File: config.mk
export PLATFORM = sky130hd
export DESIGN_NAME = sram_march_bist_ctrl
export DESIGN_NICKNAME = d
export VERILOG_FILES = /design/src/rtl/sram_bist_pkg.sv /design/src/rtl/sram_bist_addr_gen.sv /design/src/rtl/sram_march_bist_ctrl.sv
export SDC_FILE = /design/constraint.sdc
export NUM_CORES = 1
export LEC_CHECK = 0
export CAP_MARGIN = 20
export CORE_ASPECT_RATIO = 1.25
export CORE_UTILIZATION = 45
export DETAILED_ROUTE_END_ITERATION = 7
export MAX_ROUTING_LAYER = met4
export PLACE_DENSITY = 0.78
export SYNTH_ARGS = -nofsm -noshare
export SYNTH_HDL_FRONTEND = slang
export SYNTH_SLANG_ARGS = --single-unit
File: constraint.sdc
create_clock -name A_CLK -period 2.69 [get_ports A_CLK]
set_clock_uncertainty 0.05 [all_clocks]
set_input_delay 0.269 -clock A_CLK [delete_from_list [all_inputs] [get_ports A_CLK]]
set_output_delay 0.269 -clock A_CLK [all_outputs]
set_load 0.02 [all_outputs]
File: src/rtl/sram_bist_pkg.sv
// Shared types and March C- element tables for the SRAM BIST controller.
package sram_bist_pkg;

   typedef enum logic [2:0] {StIdle, StSetup, StRun, StDrain, StDone} bist_state_e;

   localparam int unsigned NUM_ELEM = 6;

   localparam logic [2:0] ElemW0     = 3'd0;
   localparam logic [2:0] ElemR0W1   = 3'd1;
   localparam logic [2:0] ElemR1W0   = 3'd2;
   localparam logic [2:0] ElemDnR0W1 = 3'd3;
   localparam logic [2:0] ElemDnR1W0 = 3'd4;
   localparam logic [2:0] ElemR0     = 3'd5;
   localparam logic [2:0] LastElem   = 3'(NUM_ELEM - 1);

   function automatic logic elem_down(input logic [2:0] e);
      return (e == ElemDnR0W1) || (e == ElemDnR1W0);
   endfunction

   function automatic logic [1:0] elem_nops(input logic [2:0] e);
      return ((e == ElemW0) || (e == ElemR0)) ? 2'd1 : 2'd2;
   endfunction

   function automatic logic elem_first_rd(input logic [2:0] e);
      return e != ElemW0;
   endfunction

   // Background bit replicated across the word: 0 -> D0, 1 -> D1.
   function automatic logic elem_rd_bg(input logic [2:0] e);
      return (e == ElemR1W0) || (e == ElemDnR1W0);
   endfunction

   function automatic logic elem_wr_bg(input logic [2:0] e);
      return (e == ElemR0W1) || (e == ElemDnR0W1);
   endfunction

endpackage

File: src/rtl/sram_bist_addr_gen.sv
// Loadable up/down address counter with terminal-address flag for the March sequencer.
module sram_bist_addr_gen #(
   parameter int unsigned ADDR_W = 8
) (
   input  logic              clk_i,
   input  logic              rst_ni,
   input  logic              load_i,
   input  logic              load_down_i,
   input  logic              step_i,
   input  logic              down_i,
   output logic [ADDR_W-1:0] addr_o,
   output logic              term_o
);

   logic [ADDR_W-1:0] addr_d, addr_q;

   always_comb begin
      addr_d = addr_q;
      if (load_i) begin
         addr_d = load_down_i ? '1 : '0;
      end else if (step_i) begin
         addr_d = down_i ? addr_q - ADDR_W'(1) : addr_q + ADDR_W'(1);
      end
   end

   always_ff @(posedge clk_i or negedge rst_ni) begin
      if (!rst_ni) begin
         addr_q <= '0;
      end else begin
         addr_q <= addr_d;
      end
   end

   assign addr_o = addr_q;
   assign term_o = down_i ? (addr_q == '0) : (addr_q == '1);

endmodule

File: src/rtl/sram_march_bist_ctrl.sv
// March C- BIST controller driving the SRAM macro BIST port.
// Optional first-fail capture ports enabled by SRAM_BIST_FAIL_CAPTURE_EN.
module sram_march_bist_ctrl
   import sram_bist_pkg::*;
#(
   parameter int unsigned ADDR_W = 8,
   parameter int unsigned DATA_W = 16,
   parameter int unsigned CNT_W  = 8
) (
   input  logic              A_CLK,
   input  logic              A_RST_N,
   input  logic              start,
   input  logic              abort,
   output logic              busy,
   output logic              done,
   output logic              pass,
   output logic [CNT_W-1:0]  fail_cnt,
   output logic              A_BIST_EN,
   output logic              A_BIST_MEN,
   output logic              A_BIST_WEN,
   output logic              A_BIST_REN,
   output logic [ADDR_W-1:0] A_BIST_ADDR,
   output logic [DATA_W-1:0] A_BIST_DIN,
   output logic [DATA_W-1:0] A_BIST_BM,
`ifdef SRAM_BIST_FAIL_CAPTURE_EN
   output logic [ADDR_W-1:0] fail_addr,
   output logic [2:0]        fail_elem,
   output logic [DATA_W-1:0] fail_syndrome,
`endif
   input  logic [DATA_W-1:0] A_DOUT
);

   bist_state_e       state_d, state_q;
   logic [2:0]        elem_d, elem_q;
   logic              op_idx_d, op_idx_q;
   logic              fin_d, fin_q;
   logic              busy_d, busy_q, done_d, done_q, pass_d, pass_q;
   logic [CNT_W-1:0]  fail_cnt_d, fail_cnt_q;
   logic              en_d, en_q, men_d, men_q, wen_d, wen_q, ren_d, ren_q;
   logic [ADDR_W-1:0] bist_addr_d, bist_addr_q;
   logic [DATA_W-1:0] din_d, din_q, rexp_d, rexp_q;
   logic              cmp_vld_d, cmp_vld_q;
   logic [DATA_W-1:0] cmp_exp_d, cmp_exp_q;
`ifdef SRAM_BIST_FAIL_CAPTURE_EN
   logic [2:0]        op_elem_d, op_elem_q, cmp_elem_d, cmp_elem_q, fail_elem_d, fail_elem_q;
   logic [ADDR_W-1:0] cmp_addr_d, cmp_addr_q, fail_addr_d, fail_addr_q;
   logic [DATA_W-1:0] fail_syn_d, fail_syn_q;
`endif

   logic              ag_load, ag_load_dir, ag_step, emit, rd, mismatch;
   logic [ADDR_W-1:0] pos_addr;
   logic              pos_term;

   sram_bist_addr_gen #(
      .ADDR_W(ADDR_W)
   ) u_addr_gen (
      .clk_i      (A_CLK),
      .rst_ni     (A_RST_N),
      .load_i     (ag_load),
      .load_down_i(ag_load_dir),
      .step_i     (ag_step),
      .down_i     (elem_down(elem_q)),
      .addr_o     (pos_addr),
      .term_o     (pos_term)
   );

   always_comb begin
      state_d     = state_q;
      elem_d      = elem_q;
      op_idx_d    = op_idx_q;
      fin_d       = fin_q;
      busy_d      = busy_q;
      done_d      = done_q;
      pass_d      = pass_q;
      fail_cnt_d  = fail_cnt_q;
      en_d        = en_q;
      men_d       = 1'b0;
      wen_d       = 1'b0;
      ren_d       = 1'b0;
      bist_addr_d = bist_addr_q;
      din_d       = din_q;
      rexp_d      = rexp_q;
      cmp_vld_d   = ren_q;
      cmp_exp_d   = rexp_q;
      ag_load     = 1'b0;
      ag_load_dir = 1'b0;
      ag_step     = 1'b0;
      emit        = 1'b0;
      rd          = 1'b0;
`ifdef SRAM_BIST_FAIL_CAPTURE_EN
      op_elem_d   = op_elem_q;
      cmp_elem_d  = op_elem_q;
      cmp_addr_d  = bist_addr_q;
      fail_elem_d = fail_elem_q;
      fail_addr_d = fail_addr_q;
      fail_syn_d  = fail_syn_q;
`endif

      // Read issued two edges ago, data now on A_DOUT.
      mismatch = cmp_vld_q && (A_DOUT != cmp_exp_q);
      if (mismatch) begin
`ifdef SRAM_BIST_FAIL_CAPTURE_EN
         if (fail_cnt_q == '0) begin
            fail_elem_d = cmp_elem_q;
            fail_addr_d = cmp_addr_q;
            fail_syn_d  = cmp_exp_q ^ A_DOUT;
         end
`endif
         if (!(&fail_cnt_q)) fail_cnt_d = fail_cnt_q + CNT_W'(1);
      end

      unique case (state_q)
         StIdle, StDone: begin
            if (abort) begin
               state_d = StIdle;
               done_d  = 1'b0;
               pass_d  = 1'b0;
            end else if (start) begin
               state_d     = StSetup;
               busy_d      = 1'b1;
               done_d      = 1'b0;
               pass_d      = 1'b0;
               fail_cnt_d  = '0;
               en_d        = 1'b1;
               elem_d      = ElemW0;
               op_idx_d    = 1'b0;
               fin_d       = 1'b0;
               ag_load     = 1'b1;
               ag_load_dir = elem_down(ElemW0);
`ifdef SRAM_BIST_FAIL_CAPTURE_EN
               fail_elem_d = '0;
               fail_addr_d = '0;
               fail_syn_d  = '0;
`endif
            end
         end
         StSetup: begin
            emit    = 1'b1;
            state_d = StRun;
         end
         StRun: begin
            if (fin_q) state_d = StDrain;
            else       emit    = 1'b1;
         end
         StDrain: begin
            state_d = StDone;
            busy_d  = 1'b0;
            done_d  = 1'b1;
            en_d    = 1'b0;
            pass_d  = (fail_cnt_d == '0);
         end
         default: state_d = StIdle;
      endcase

      if (emit) begin
         rd          = elem_first_rd(elem_q) && !op_idx_q;
         men_d       = 1'b1;
         ren_d       = rd;
         wen_d       = !rd;
         bist_addr_d = pos_addr;
         din_d       = {DATA_W{elem_wr_bg(elem_q)}};
         rexp_d      = {DATA_W{elem_rd_bg(elem_q)}};
`ifdef SRAM_BIST_FAIL_CAPTURE_EN
         op_elem_d   = elem_q;
`endif
         // All ops for one address before stepping; element change at terminal address.
         if (!op_idx_q && (elem_nops(elem_q) == 2'd2)) begin
            op_idx_d = 1'b1;
         end else begin
            op_idx_d = 1'b0;
            if (!pos_term) begin
               ag_step = 1'b1;
            end else if (elem_q == LastElem) begin
               fin_d = 1'b1;
            end else begin
               elem_d      = elem_q + 3'd1;
               ag_load     = 1'b1;
               ag_load_dir = elem_down(elem_q + 3'd1);
            end
         end
      end

      if (abort && (state_q inside {StSetup, StRun, StDrain})) begin
         state_d    = StIdle;
         busy_d     = 1'b0;
         done_d     = 1'b0;
         pass_d     = 1'b0;
         en_d       = 1'b0;
         men_d      = 1'b0;
         wen_d      = 1'b0;
         ren_d      = 1'b0;
         cmp_vld_d  = 1'b0;
         fail_cnt_d = fail_cnt_q;
         ag_load    = 1'b0;
         ag_step    = 1'b0;
`ifdef SRAM_BIST_FAIL_CAPTURE_EN
         fail_elem_d = fail_elem_q;
         fail_addr_d = fail_addr_q;
         fail_syn_d  = fail_syn_q;
`endif
      end
   end

   always_ff @(posedge A_CLK or negedge A_RST_N) begin
      if (!A_RST_N) begin
         state_q     <= StIdle;
         elem_q      <= '0;
         op_idx_q    <= 1'b0;
         fin_q       <= 1'b0;
         busy_q      <= 1'b0;
         done_q      <= 1'b0;
         pass_q      <= 1'b0;
         fail_cnt_q  <= '0;
         en_q        <= 1'b0;
         men_q       <= 1'b0;
         wen_q       <= 1'b0;
         ren_q       <= 1'b0;
         bist_addr_q <= '0;
         din_q       <= '0;
         rexp_q      <= '0;
         cmp_vld_q   <= 1'b0;
         cmp_exp_q   <= '0;
`ifdef SRAM_BIST_FAIL_CAPTURE_EN
         op_elem_q   <= '0;
         cmp_elem_q  <= '0;
         cmp_addr_q  <= '0;
         fail_elem_q <= '0;
         fail_addr_q <= '0;
         fail_syn_q  <= '0;
`endif
      end else begin
         state_q     <= state_d;
         elem_q      <= elem_d;
         op_idx_q    <= op_idx_d;
         fin_q       <= fin_d;
         busy_q      <= busy_d;
         done_q      <= done_d;
         pass_q      <= pass_d;
         fail_cnt_q  <= fail_cnt_d;
         en_q        <= en_d;
         men_q       <= men_d;
         wen_q       <= wen_d;
         ren_q       <= ren_d;
         bist_addr_q <= bist_addr_d;
         din_q       <= din_d;
         rexp_q      <= rexp_d;
         cmp_vld_q   <= cmp_vld_d;
         cmp_exp_q   <= cmp_exp_d;
`ifdef SRAM_BIST_FAIL_CAPTURE_EN
         op_elem_q   <= op_elem_d;
         cmp_elem_q  <= cmp_elem_d;
         cmp_addr_q  <= cmp_addr_d;
         fail_elem_q <= fail_elem_d;
         fail_addr_q <= fail_addr_d;
         fail_syn_q  <= fail_syn_d;
`endif
      end
   end

   assign busy        = busy_q;
   assign done        = done_q;
   assign pass        = pass_q;
   assign fail_cnt    = fail_cnt_q;
   assign A_BIST_EN   = en_q;
   assign A_BIST_MEN  = men_q;
   assign A_BIST_WEN  = wen_q;
   assign A_BIST_REN  = ren_q;
   assign A_BIST_ADDR = bist_addr_q;
   assign A_BIST_DIN  = din_q;
   assign A_BIST_BM   = '1;
`ifdef SRAM_BIST_FAIL_CAPTURE_EN
   assign fail_addr     = fail_addr_q;
   assign fail_elem     = fail_elem_q;
   assign fail_syndrome = fail_syn_q;
`endif

endmodule

# After elaboration in Yosys (flattened, before gate mapping)
# Cells that the tools add are included.
# W data, S select, Z words.
# totals
regBits	42
inputBits	20
word_cells	136
# classes
add_sub_neg	4
n_eq_ne	19
muxes	69
n_reduce_logical	27
# ops
cell	n
$mux W8	9
$mux W1	43
$mux W3	11
$add A8 B1 Y8 const B	2
$logic_not A8 Y1	2
$ne A16 B16 Y1	1
$eq A3 B2 Y1 const B	5
$eq A3 B3 Y1 const B	4
$pmux W3 S4	1
$reduce_bool A3 Y1	3
$eq A8 B8 Y1 const B	1
$pmux W1 S2	4
$reduce_and A8 Y1	1
$sub A8 B1 Y8 const B	1
$eq A3 B1 Y1 const B	2
$logic_not A3 Y1	2
$ne A3 B3 Y1 const B	2
$reduce_and A3 Y1	2
$reduce_bool A2 Y1	3
$logic_or A1 B1 Y1	5
$logic_and A1 B1 Y1	4
$ne A4 B4 Y1 const B	1
$reduce_and A2 Y1	2
$add A3 B1 Y3 const B	1
6 further kinds	7

# Logic depth before layout (Yosys ltp)
# Gate-level depths: netlist of run 1.
# depth
word_depth	10
mapped_depth	10
depth_no_buf	10

# Hierarchy
# Synthesis of run 1 repeated with hierarchy kept, for this count alone.
# hier_totals
hier_cells	327
hier_area_um2	2844.0
# modules_own_cells
module	n_inst	cells_per_inst	area_each_um2	seq_area_each_um2
sram_march_bist_ctrl	1	242	2157.1	850.8
sram_bist_addr_gen	1	85	686.9	200.2

# Worst setup path before layout of run 1
# No wires, ideal clock.
# synth_path
kind	reg-to-reg
start	register elem_q[0]
end	register u_addr_gen.addr_q[7], in the netlist u_addr_gen.addr_o[7]
arrival_time_ps	2396
slack_ps	175
path_stages_with_launch	11
path_buffers	0
path_cell_list	dfrtp_1 > inv_1 > ha_1 > mux2_4 > ha_1 > a21oi_1 > o211ai_1 > o41ai_1 > xnor2_1 > a211o_1 > nand3b_1
# synth_via
elab_chain_cells	9
elab_cells_between_ends	32
classes_between	add/sub (1); eq/ne (6); mux (19); reduce/logical (6)
# synth_lines
item	line_no	rtl
start: declaration	sram_march_bist_ctrl.sv:34	logic [2:0] elem_d, elem_q;
start signal: assignment	sram_march_bist_ctrl.sv:233	elem_q <= elem_d;
$add A3 B1 Y3 (tied with other cells)	sram_march_bist_ctrl.sv:178	ag_load_dir = elem_down(elem_q + 3'd1);
$eq A3 B2 Y1 (tied with other cells)	sram_bist_pkg.sv:17	return (e == ElemDnR0W1) || (e == ElemDnR1W0);
$logic_or A1 B1 Y1 / $mux W2 (equally long branches)	sram_bist_pkg.sv:17, sram_bist_pkg.sv:21	
$mux W1 / $eq A2 B2 Y1 (equally long branches)	sram_march_bist_ctrl.sv:173, sram_march_bist_ctrl.sv:167	
$mux W1 / $logic_and A1 B1 Y1 (equally long branches)	sram_march_bist_ctrl.sv:171, sram_march_bist_ctrl.sv:167	
$mux W1	sram_march_bist_ctrl.sv:167	if (!op_idx_q && (elem_nops(elem_q) == 2'd2)) begin
$mux W1	sram_march_bist_ctrl.sv:155	if (emit) begin
$mux W8 / $mux W1 (equally long branches)	sram_bist_addr_gen.sv:20, sram_march_bist_ctrl.sv:183	
$mux W8 / $reduce_bool A2 Y1 (equally long branches)	-	
end signal: assignment	sram_bist_addr_gen.sv:30	addr_q <= addr_d;
end: declaration	sram_bist_addr_gen.sv:15	logic [ADDR_W-1:0] addr_d, addr_q;
# Several ways; a longest one is shown, not always the timed one. The select of a mux whose other input is x is not followed.
# A chain may end at the register's enable or synchronous reset.

# Worst setup path in the final report of run 1
# layout_path
start	register elem_q[1]
end	register u_addr_gen.addr_q[7], in the netlist u_addr_gen.addr_o[7]
# The elaborated chain is that of the path after synthesis.

==> reports/results.ini, run 1 <==
[status]
status=complete, no violations

[synthesis]
synth_common_cells=dfrtp_1 (42), buf_4 (34), a21oi_1 (21)
synth_ff_type=dfrtp_1
syn-instance-count=310
synth.avg_cell_area_um2=9.39
synth_edf_count=0
async_reset_ff_frac=1.00
seq_area_frac_synth=0.361
synth_area_leaders=dfrtp_1 (36%), buf_4 (8.8%), ha_1 (5.6%), a21oi_1 (3.6%), mux2_2 (3.1%)
yosys.cell_types.count=58
ys_ff_latch=42
synth_top_area_share=0.361
synth_area_mm2=0.00291
post-synth-top-count-cell=dfrtp_1
ys_warn_count=0
yosysTopAreaCell=dfrtp_1

[routing]
routed_wl_mm=6.04
viasPerCell=5.34
ant_nets=0
vias=2371
drc=0
drtIter0Drc=140
detail_route.wl_per_cell_um=13.6
firstDrtPassIters=4

[placement]
portBuffers=58
pre_cts_slack_ns=0.0234
gp_congestion=0.916
hpwl_mm=4.49

[sta]
max_clock_freq_ghz=0.395
layout_setup_ws_ns=0.159
period_share=0.941
setup_viol=0
max_slew_margin=0.366
drv_slew=0
tightest_slew_ns=0.950
rsz0062_at_grt=yes
final-hold-violation-count=0
finalCriticalPeriod_ns=2.53

[clock_tree]
clock-root-buffer=clkbuf_8
cts.sinks=42
cts_inserted_buffers=5
cts_max_level=2
clkLatencyLatePin_ns=0.30
cts.path.max_buffers=2
cts_tree=yes
clkTransAtPathRegs_ns=0.08

[global_route]
grt_pass1_wl_mm=10.2
antenna_found_initial=0
grt_usage=0.194
grt_pass1_vias=2283
grt_max_degree=43
grt_overflow_total=0

[finish]
nets=392
drive_above_1_share=0.125
synthToLayoutAreaGrowth_pct=21.9
n_fill_cell=551
n_antenna_cell=0
fin_util=0.572

[worst_setup_path]
cp_slowest_cell=dfrtp_1
r2r-start=elem_q[1]
start_kind=flip-flop
cpPeakStageDelay_ns=0.43
timing.critical_path.buf_inv=1
reg2reg_slack_ns=0.16
critPathArrivalTime_ns=2.71
crit_chain=inv_1 -> ha_1 -> mux2_4 -> ha_1 -> a21oi_1 -> o211ai_1 -> o41ai_2 -> xnor2_1 -> a211o_1 -> nand3b_1
worstPathRequired_ns=2.87
critPathMaxFanout=10
rr_worst_depth=10
crit_path_end_kind=flip-flop
path_common_cell=ha_1
critPathTopFamily=compound AO/OA/AOI/OAI gates
timing.rr.end=u_addr_gen.addr_o[7]
critPathKind=flip-flop to flip-flop

[floorplan]
dieArea_mm2=0.00679
core_mm2=0.00621
die_h_um=91.9
initial_core_util=0.469
ioPinCount=75
die_w_um=73.9
core.rowCount=32

[pwr]
leakage_nw=1.46
ir_worst_vdd_mv=0.498
power_density_mw_per_mm2=613

[job]
drv_cap=0

[worst_hold_path]
worstHoldPathType=input port to asynchronous set/reset pin

[final cells by class]
type                    instances  area, um^2  share of cell area
multi-input cells             227        1580               0.446
clock inverters                 1        5.00             0.00141
flip-flops and latches         42        1050               0.296
well taps                      85         106              0.0300
inverters                      10        37.5              0.0106
clock buffers                   7        86.3              0.0243
repair buffers                 72         681               0.192
[sequential cells by signal (all words and copies together), names as in the netlist]
signal	flops
A_BIST_ADDR	8
A_BIST_DIN	1
A_BIST_EN	1
A_BIST_MEN	1
A_BIST_REN	1
A_BIST_WEN	1
cmp_exp_d	1
cmp_exp_q	1
cmp_vld_q	1
done	1
elem_q	3
fail_cnt	8
fin_q	1
op_idx_q	1
pass	1
state_q	3
u_addr_gen.addr_o	8
[layer usage]
| layer | track usage | share of wire |
|---|---|---|
| met1 | 0.234 | 0.43 |
| met3 | 0.0352 | 0.062 |
| met2 | 0.326 | 0.50 |
| met5 | - | 0 |
| met4 | 0.0593 | 0.013 |
[cell families (layout without fill, tap and decap cells)]
| logic type | after synthesis | after routing | synth area share |
|---|---|---|---|
| other cells | 1 | 16 | 0.00129 |
| compound gates | 72 | 72 | 0.175 |
| fa+ha+maj | 14 | 14 | 0.0628 |
| buf+inv | 56 | 90 | 0.121 |
| xor+xnor | 8 | 8 | 0.0241 |
| simple gates | 105 | 105 | 0.208 |
| flops | 42 | 42 | 0.361 |
| mux | 12 | 12 | 0.0464 |
[timing repair]
action	in CTS	in global routing
gates resized for setup	0	4
hold buffers	0	0
setup buffers	0	1
endpoints found under the setup margin	0	2
[placed cells by master (no fill, tap or decap), types with 7 or more instances in the layout]
cell and instances:
o21ai_0 15, dfrtp_1 42, and2_1 7, inv_1 10, mux2_2 8, nor2_1 17, nand2_1 12, clkdlybuf4s50_1 57
nor3_1 11, and3_1 8, ha_1 12, nand4_1 9, nand3_1 11, buf_4 14, a21oi_1 19, conb_1 16
[where the power goes]
| group | total, mW | internal [mW] | switching (mW) |
|---|---|---|---|
| Sequential | 0.924 | 0.779 | 0.145 |
| Combinational | 0.827 | 0.418 | 0.409 |
| Clock | 0.423 | 0.207 | 0.216 |
[how the worst max path moves through the flow]
stage	startpoint	end	slack, ns	depth (start not counted)
2_1_floorplan	elem_q[0]	u_addr_gen.addr_o[7]	0.17	10
3_3_place_gp	A_DOUT[10]	pass	0.10	7
3_5_place_dp	A_DOUT[10]	pass	0.02	7
4_1_cts	elem_q[1]	u_addr_gen.addr_o[7]	0.05	10
5_1_grt	elem_q[1]	u_addr_gen.addr_o[7]	-0.04	10
6_report	elem_q[1]	u_addr_gen.addr_o[7]	0.16	10
[through the flow]
step | std cells | power [mW] | setup TNS (ns) | area (um^2) | hold WS [ns]
6_report | 444 | 2.17 | 0 | 3550 | 0.0626
2_1_floorplan | 325 | 1.48 | 0 | 2970 | -0.0766
4_1_cts | 443 | 2.18 | 0 | 3520 | 0.0880
3_3_place_gp | 435 | 1.73 | 0 | 3430 | 0.312
5_1_grt | 444 | 2.32 | -0.0590 | 3550 | 0.131
3_5_place_dp | 435 | 1.76 | 0 | 3430 | 0.320
Power figures use the tool's default switching activity.
==> run 2, diff against run 1 <==
--- a/config.mk
+++ b/config.mk
@@ -5,6 +5,7 @@
 export SDC_FILE = /design/constraint.sdc
 export NUM_CORES = 1
 export LEC_CHECK = 0
+export ABC_CLOCK_PERIOD_IN_PS = 2690
 export CAP_MARGIN = 20
 export CORE_ASPECT_RATIO = 1.25
 export CORE_UTILIZATION = 45
==> results of run 2 <==
Same layout as run 1: the final DEF is identical, and so are final timing and power.
==> run 3, diff against run 2 <==
--- a/config.mk
+++ b/config.mk
@@ -12,6 +12,7 @@
 export DETAILED_ROUTE_END_ITERATION = 7
 export MAX_ROUTING_LAYER = met4
 export PLACE_DENSITY = 0.78
+export SLEW_MARGIN = 20
 export SYNTH_ARGS = -nofsm -noshare
 export SYNTH_HDL_FRONTEND = slang
 export SYNTH_SLANG_ARGS = --single-unit
==> results of run 3 <==
Same layout as run 1: the final DEF is identical, and so are final timing and power.
